File: src/rtl/dec_instr_stim_gen.sv
// Instruction-stream generator for the decoder bench: LFSR-scrambled or swept
// RV32 words over a valid/ready handshake, with a system-class word every SYS_PERIOD-th transaction.
module dec_instr_stim_gen #(
    parameter int          NUM_TRANS  = 10,
    parameter int          SYS_PERIOD = 3,
    parameter int          GAP_CYCLES = 1,
    parameter logic [31:0] SEED       = 32'h1,
    parameter int          CNT_W      = 16
) (
    input  logic             clk_i,
    input  logic             rst_i,
    input  logic             start_i,
    input  logic             mode_i,
    input  logic             instr_ready_i,
    output logic [31:0]      instr_o,
    output logic             instr_valid_o,
    output logic             sys_o,
    output logic [CNT_W-1:0] count_o,
    output logic             busy_o,
    output logic             done_o,
    output logic [1:0]       state_o
);

    typedef enum logic [1:0] {
        S_IDLE    = 2'd0,
        S_PRESENT = 2'd1,
        S_GAP     = 2'd2,
        S_DONE    = 2'd3
    } state_t;

    localparam logic [31:0]      POLY       = 32'h80200003;
    localparam logic [31:0]      SEED_C     = (SEED == 32'h0) ? 32'h1 : SEED;
    localparam int               PW         = $clog2(SYS_PERIOD + 1);
    localparam logic [PW-1:0]    PHASE_LAST = PW'(SYS_PERIOD - 1);
    localparam logic [CNT_W-1:0] NUM_C      = CNT_W'(NUM_TRANS);
    localparam logic [3:0]       GAP_LAST   = 4'(GAP_CYCLES - 1);

    state_t           state_q, state_d;
    logic [31:0]      lfsr_q, lfsr_d, lfsr_adv;
    logic [31:0]      instr_q, word;
    logic             sys_q, is_sys;
    logic [CNT_W-1:0] count_q, count_d, count_inc;
    logic             mode_q, mode_d, gen_mode;
    logic [3:0]       gap_q, gap_d;
    logic [PW-1:0]    phase_q, phase_base, phase_n;
    logic [2:0]       tidx_q, tidx_base, tidx_n;
    logic [2:0]       sidx_q, sidx_base, sidx_n;
    logic             first, gen;
    logic [2:0]       rnd_idx, f3;
    logic [31:0]      typ_word;

    function automatic logic [31:0] sys_tmpl(input logic [2:0] idx);
        case (idx)
            3'd0:    return 32'h0FFFFFFF;
            3'd1:    return 32'h10500073;
            3'd2:    return 32'h00000073;
            3'd3:    return 32'h00100073;
            3'd4:    return 32'h7B200073;
            default: return 32'h30200073;
        endcase
    endfunction

    // Typed order: JAL, BRANCH, STORE, LUI, OP-IMM, LOAD.
    function automatic logic [31:0] typ_tmpl(input logic [2:0] idx);
        case (idx)
            3'd0:    return 32'h0D90006F;
            3'd1:    return 32'h06000063;
            3'd2:    return 32'h00018023;
            3'd3:    return 32'h00307037;
            3'd4:    return 32'hE000C113;
            default: return 32'h00002003;
        endcase
    endfunction

    function automatic logic [2:0] inc6(input logic [2:0] x);
        return (x == 3'd5) ? 3'd0 : x + 3'd1;
    endfunction

    // Word generation: everything here is the candidate for the next presented word;
    // it is only committed to the registers on edges where gen is set.
    always_comb begin
        lfsr_adv   = {1'b0, lfsr_q[31:1]} ^ (lfsr_q[0] ? POLY : 32'h0);
        first      = (state_q == S_IDLE) || (state_q == S_DONE);
        gen_mode   = first ? mode_i : mode_q;
        phase_base = first ? '0 : phase_q;
        tidx_base  = first ? 3'd0 : tidx_q;
        sidx_base  = first ? 3'd0 : sidx_q;
        phase_n    = (phase_base == PHASE_LAST) ? '0 : phase_base + PW'(1);
        is_sys     = (phase_n == '0);
        tidx_n     = is_sys ? tidx_base : inc6(tidx_base);
        sidx_n     = is_sys ? inc6(sidx_base) : sidx_base;
        lfsr_d     = gen_mode ? lfsr_q : lfsr_adv;

        case (lfsr_adv[2:0])
            3'd6:    rnd_idx = 3'd0;
            3'd7:    rnd_idx = 3'd1;
            default: rnd_idx = lfsr_adv[2:0];
        endcase

        f3 = lfsr_adv[10:8];
        case (rnd_idx)
            3'd1: if (f3 == 3'd2 || f3 == 3'd3) f3 = 3'd1;
            3'd2: if (f3 > 3'd2) f3 = 3'd2;
            3'd4: if (f3 == 3'd1 || f3 == 3'd5) f3 = 3'd3;
            3'd5: if (f3 == 3'd3 || f3 == 3'd6 || f3 == 3'd7) f3 = 3'd4;
            default: f3 = f3;
        endcase

        typ_word = typ_tmpl(rnd_idx);
        if (gen_mode) begin
            word = is_sys ? sys_tmpl(sidx_base) : typ_tmpl(tidx_base);
        end else if (is_sys) begin
            word = sys_tmpl(rnd_idx);
        end else begin
            word = {lfsr_adv[27:11], f3, lfsr_adv[7:3], typ_word[6:0]};
        end
    end

    // Handshake: a word is offered while instr_valid_o is high (PRESENT) and is
    // transferred on a rising edge where instr_ready_i is also high; until then
    // instr_o and sys_o do not change.
    always_comb begin
        state_d   = state_q;
        count_d   = count_q;
        mode_d    = mode_q;
        gap_d     = gap_q;
        gen       = 1'b0;
        count_inc = (&count_q) ? count_q : count_q + CNT_W'(1);
        case (state_q)
            S_IDLE, S_DONE: begin
                if (start_i) begin
                    count_d = '0;
                    mode_d  = mode_i;
                    gen     = 1'b1;
                    state_d = S_PRESENT;
                end
            end
            S_PRESENT: begin
                if (instr_ready_i) begin
                    count_d = count_inc;
                    if (NUM_TRANS != 0 && count_inc == NUM_C) begin
                        state_d = S_DONE;
                    end else if (GAP_CYCLES == 0) begin
                        gen = 1'b1;
                    end else begin
                        gap_d   = GAP_LAST;
                        state_d = S_GAP;
                    end
                end
            end
            S_GAP: begin
                if (gap_q == 4'd0) begin
                    gen     = 1'b1;
                    state_d = S_PRESENT;
                end else begin
                    gap_d = gap_q - 4'd1;
                end
            end
            default: state_d = S_IDLE;
        endcase
    end

    always_ff @(posedge clk_i) begin
        if (rst_i) begin
            state_q <= S_IDLE;
        end else begin
            state_q <= state_d;
        end
    end

    always_ff @(posedge clk_i) begin
        if (rst_i) begin
            lfsr_q  <= SEED_C;
            instr_q <= '0;
            sys_q   <= 1'b0;
            count_q <= '0;
            mode_q  <= 1'b0;
            gap_q   <= '0;
            phase_q <= '0;
            tidx_q  <= '0;
            sidx_q  <= '0;
        end else begin
            count_q <= count_d;
            mode_q  <= mode_d;
            gap_q   <= gap_d;
            if (gen) begin
                lfsr_q  <= lfsr_d;
                instr_q <= word;
                sys_q   <= is_sys;
                phase_q <= phase_n;
                tidx_q  <= tidx_n;
                sidx_q  <= sidx_n;
            end
        end
    end

    assign instr_o       = instr_q;
    assign sys_o         = sys_q;
    assign count_o       = count_q;
    assign instr_valid_o = (state_q == S_PRESENT);
    assign busy_o        = (state_q == S_PRESENT) || (state_q == S_GAP);
    assign done_o        = (state_q == S_DONE);
    assign state_o       = state_q;

endmodule

File: config.mk
export PLATFORM = sky130hd
export DESIGN_NAME = dec_instr_stim_gen
export DESIGN_NICKNAME = d
export VERILOG_FILES = /design/src/rtl/dec_instr_stim_gen.sv
export SDC_FILE = /design/constraint.sdc
export NUM_CORES = 1
export LEC_CHECK = 0
export CORE_UTILIZATION = 61
export DETAILED_ROUTE_END_ITERATION = 8
export GPL_TIMING_DRIVEN = 0
export HOLD_SLACK_MARGIN = 0.1
export PLACE_DENSITY = 0.95
export SYNTH_ARGS = -nofsm -noshare
export SYNTH_HDL_FRONTEND = slang
export SYNTH_SLANG_ARGS = --single-unit
export TNS_END_PERCENT = 30
File: constraint.sdc
create_clock -name clk_i -period 4.3 [get_ports clk_i]
set_input_delay 1.29 -clock clk_i [delete_from_list [all_inputs] [get_ports clk_i]]
set_output_delay 1.29 -clock clk_i [all_outputs]
set_load 0.005 [all_outputs]
# After elaboration in Yosys (flattened, before gate mapping)
# Cells that the tools add are included.
# totals
input_bits,5
mem_bits_rw,0
output_inout_bits,54
mem_bits_ro,0
reg_bits,96
mem_count,0
latchBits,0
# op_classes
n_eq_ne,33
order_cmp,1
shift,0
n_bitwise,2
addsub,5
n_div,0
muxes,39
mul,0
n_reduce_logical,21
# ops
operator,n
$pmux 31 s5,2
$pmux 32 s5,1
$mux 32,4
$mux 16,3
$pmux 7 s5,1
$eq 3x3->1 const B,11
$pmux 16 s2,1
$xor 31x32->32,1
$mux 3,10
$eq 3x2->1 const B,8
$add 16x1->16 const B,1
$eq 16x4->1 const B,1
$reduce_and 16->1,1
$eq 3x1->1 const B,4
$mux 4,3
$pmux 3 s4,1
$mux 2,5
$ne 2x2->1 const B,5
$logic_not 3->1,3
$pmux 4 s2,1
$add 3x1->3 const B,2
$eq 2x2->1 const B,3
$logic_or 1x1->1,6
$pmux 2 s3,1
15 further kinds,22

# Longest topological paths before layout
# depth
ltp_word,9
ltp_mapped,12
ltp_nobuf,11

# Least setup slack after synthesis
# No wires, ideal clock.
# synth_timing
kind,input -> register
from,in start_i
to,reg instr_q[13] (netlist: instr_o[13])
t_required_ns,4.172
setup_slack_ns,1.782
path_stages,7
arrival_time_ns,2.390
cell_sequence,nand2_1 a21oi_1 clkbuf_1 buf_1 nand4_1 o21ai_0 nor2_1
# synth_via
elab_chain_cells,2
# synth_lines
item,line,rtl
from (decl),12,"input logic start_i,"
$mux 1,131,if (start_i) begin
$pmux 1 s2,129,case (state_q)
to (signal assigned),188,instr_q <= word;
to (decl),40,"logic [31:0] instr_q, word;"
# Every way passes these cells.
# A chain may end at the register's enable or synchronous reset.

# Final worst setup path
# layout_timing
from,in start_i
to,reg instr_q[12] (netlist: instr_o[12])
# The elaborated chain is that of the path after synthesis.

==> out/metrics.yaml <==
rr_worst_depth: 11
synth-edff-count: 0
port_buffers: 57
dp.cells: 839
synth_top_area_share_pct: 37.46
synth_area_mm2: 0.005077
num_vias: 5403
ff2ff_setup_slack_ns: 1.19
drc: 0
synthArstFlopShare_pct: 0
fin_nets: 762
skew_ns: 0.01917
root_buffer: "clkbuf_8"
cts_resized: 0
yosys_warnings: 0
worstPathRequired_ns: 4.61
n_antenna_cell: 0
synthesis.instances: 680
rsz0062_at_grt: "false"
grt_pass1_wl_mm: 24.43
clock_sinks: 95
cp_common_cell: "a21oi_1"
min_path_type: "flop to flop"
cts_hold_buf: 0
hold_viol: 0
end_kind: "flop"
post-cts-setup-buffers: 0
final_area_mm2: 0.005988
timing.fmax_mhz: 290.4
grt_max_degree: 19
die-area_mm2: 0.008693
synth_seq_cells: 95
stdcell_count: 855
wl_mm: 15.00
drt_pass1_iterations: 6
cp.arrival_ns: 3.75
netlist-cell-type-count: 63
ys_seq_area_share_pct: 37.46
maxSlewViolCount: 0
drtIter0Drc: 556
cellLeakagePower_nw: 2.016
slew_headroom_pct: 22.99
final_cell_mix: "nand2_1, dfxtp_1, a21oi_1"
fill_cells: 622
fin_crit_sh_pct: 80.07
min_from: "lfsr_q[29]"
layout_commonest_cell: "nand2_1"
dominantRegCellSynth: "dfxtp_1"
min_period_ns: 3.443
hpwl_mm: 10.97
overflow: 0
cts_buffer_depth: 2
die_x_um: 93.24
worstPathMaxFanout: 10
hold_depth: 2
cts_tree: "done"
die_h_um: 93.24
via_per_inst: 6.319
power_density_mw_per_mm2: 470.5
drive_above_1_share_pct: 5.578
core_mm2: 0.007888
setup_viol: 0
htreeDepth: 3
rows: 32
yosysTopAreaCell: "dfxtp_1"
tightest_slew_ns: 1.145
syn_nets: 694
path_clk_slew_ns: 0.10
r2r_start: "state_o[0]"
area_growth_pct: 17.94
critPathLaunchType: "input port"
gp_congestion: 0.9936
ioPinCount: 59
insertion_delay_ns: 0.37
antenna_found_initial: 0
worst-path-buf-inv: 3
crit_slowest_cell: "clkdlybuf4s50_1"
numCtsBuffers: 9
ant_nets: 0
track_usage_pct: 35.57
maxCapViolCount: 0
crit_family: "buffers and inverters"
place_area_mm2: 0.005776
grt_pass1_vias: 5041
wire_per_inst_um: 17.55
outcome: "finished, final reports clean"
synthTopCellsByArea: "dfxtp_1, a21oi_1, nand2_1"
critPathMaxStageDelay_ns: 0.54
criticalPathCategory: "input port to flop"
avgSynthCellArea_um2: 7.467
irDropWorstVdd_mv: 0.2827
fin_tns_setup_ns: 0
initial_core_util_pct: 64.37
r2r-end: "instr_o[12]"
hold_end: "lfsr_q[28]"
path_cells: "clkdlybuf4s50_1 -> nand2_1 -> a21oi_1 -> clkbuf_1 -> buf_1 -> nand3_1 -> a21oi_1"
through the flow:
| step | setup WS (ns) | total power [mW] | utilization (%) | hold WS [ns] |
|---|---|---|---|---|
| CTS | 0.9160 | 2.796 | 75.92 | 0.4615 |
| finish | 0.8570 | 2.817 | 75.92 | 0.4575 |
| floorplan | 1.782 | 1.728 | - | 0.4321 |
| global placement | 0.5959 | 2.137 | 73.22 | 0.4383 |
| global route | 0.7720 | 2.975 | 75.92 | 0.4821 |
| detailed placement | 0.5474 | 2.179 | 73.22 | 0.4481 |
registers in the layout, summed over array words and instances, names as in the netlist:
| name | flops |
|---|---|
| count_o | 16 |
| gap_q | 4 |
| instr_o | 31 |
| lfsr_q | 32 |
| mode_q | 1 |
| phase_q | 2 |
| sidx_q | 3 |
| state_o | 2 |
| sys_o | 1 |
| tidx_q | 3 |
how the worst max path moves through the flow:
stage          startpoint     endpoint  slack (ns)  depth (start not counted)
2_1_floorplan     start_i  instr_o[13]        1.78                          7
3_3_place_gp      start_i  instr_o[13]        0.60                          8
3_5_place_dp      start_i  instr_o[12]        0.55                          7
4_1_cts           start_i  instr_o[12]        0.92                          7
5_1_grt           start_i  instr_o[12]        0.77                          7
6_report          start_i  instr_o[12]        0.86                          7
synth_stat cells, types with 2 or more instances:
| master | instances |
|---|---|
| a211oi_1 | 13 |
| a21o_1 | 5 |
| a21oi_1 | 90 |
| a221oi_1 | 3 |
| a22oi_1 | 8 |
| a311o_1 | 2 |
| a311oi_1 | 9 |
| a31oi_1 | 8 |
| a41oi_1 | 2 |
| and2_1 | 4 |
| and3_1 | 7 |
| and4_1 | 4 |
| buf_1 | 2 |
| buf_2 | 4 |
| buf_4 | 5 |
| clkbuf_1 | 46 |
| dfxtp_1 | 95 |
| ha_1 | 9 |
| inv_1 | 10 |
| mux2_1 | 2 |
| mux2_2 | 2 |
| mux2i_1 | 2 |
| nand2_1 | 110 |
| nand2b_1 | 3 |
| nand3_1 | 17 |
| nand4_1 | 10 |
| nand4_2 | 2 |
| nand4b_1 | 2 |
| nor2_1 | 69 |
| nor2b_1 | 7 |
| nor3_1 | 26 |
| nor3b_1 | 2 |
| nor4_1 | 5 |
| o211ai_1 | 6 |
| o21a_1 | 2 |
| o21ai_0 | 44 |
| o21bai_1 | 4 |
| o221ai_1 | 3 |
| o22ai_1 | 4 |
| or2_2 | 2 |
| or4b_1 | 2 |
| xnor2_1 | 5 |
| xor2_1 | 3 |
per-layer routing:
layer | wire length (um) | track usage [%] | up-vias
met1 | 6109 | 44.85 | 2532
met2 | 7286 | 61.95 | 267
met5 | 0 | 0 | -
li1 | - | - | 2564
met4 | 401 | 13.46 | 0
met3 | 1203 | 4.309 | 40
cell families after synthesis:
group / Yosys count / synth area share [%]
flops: 95 / 37.46
simple gates: 281 / 26.20
mux: 6 / 1.281
buf+inv: 69 / 5.717
xor+xnor: 8 / 1.380
compound gates: 212 / 25.75
fa+ha+maj: 9 / 2.218
report_power, final:
| group | internal [mW] | switching [mW] |
|---|---|---|
| clock network | 0.283 | 0.353 |
| logic | 0.428 | 0.665 |
| registers | 0.997 | 0.0918 |
layout make-up:
| type | count | area [um^2] | share of cell area, % |
|---|---|---|---|
| Buffer | 58 | 249.0 | 4.158 |
| Clock buffer | 9 | 123.9 | 2.069 |
| Clock inverter | 7 | 88.84 | 1.483 |
| Inverter | 11 | 41.29 | 0.6895 |
| Multi-Input combinational cell | 516 | 2885 | 48.18 |
| Sequential cell | 95 | 1902 | 31.76 |
| Tap cell | 102 | 127.6 | 2.131 |
| Timing Repair Buffer | 57 | 570.5 | 9.528 |
worst min-delay path: stages, from the launching register on:
cell and delay [ns]:
dfxtp_1 0.32, nand2_1 0.05, a21oi_1 0.05
(Power assumes the default switching activity.)
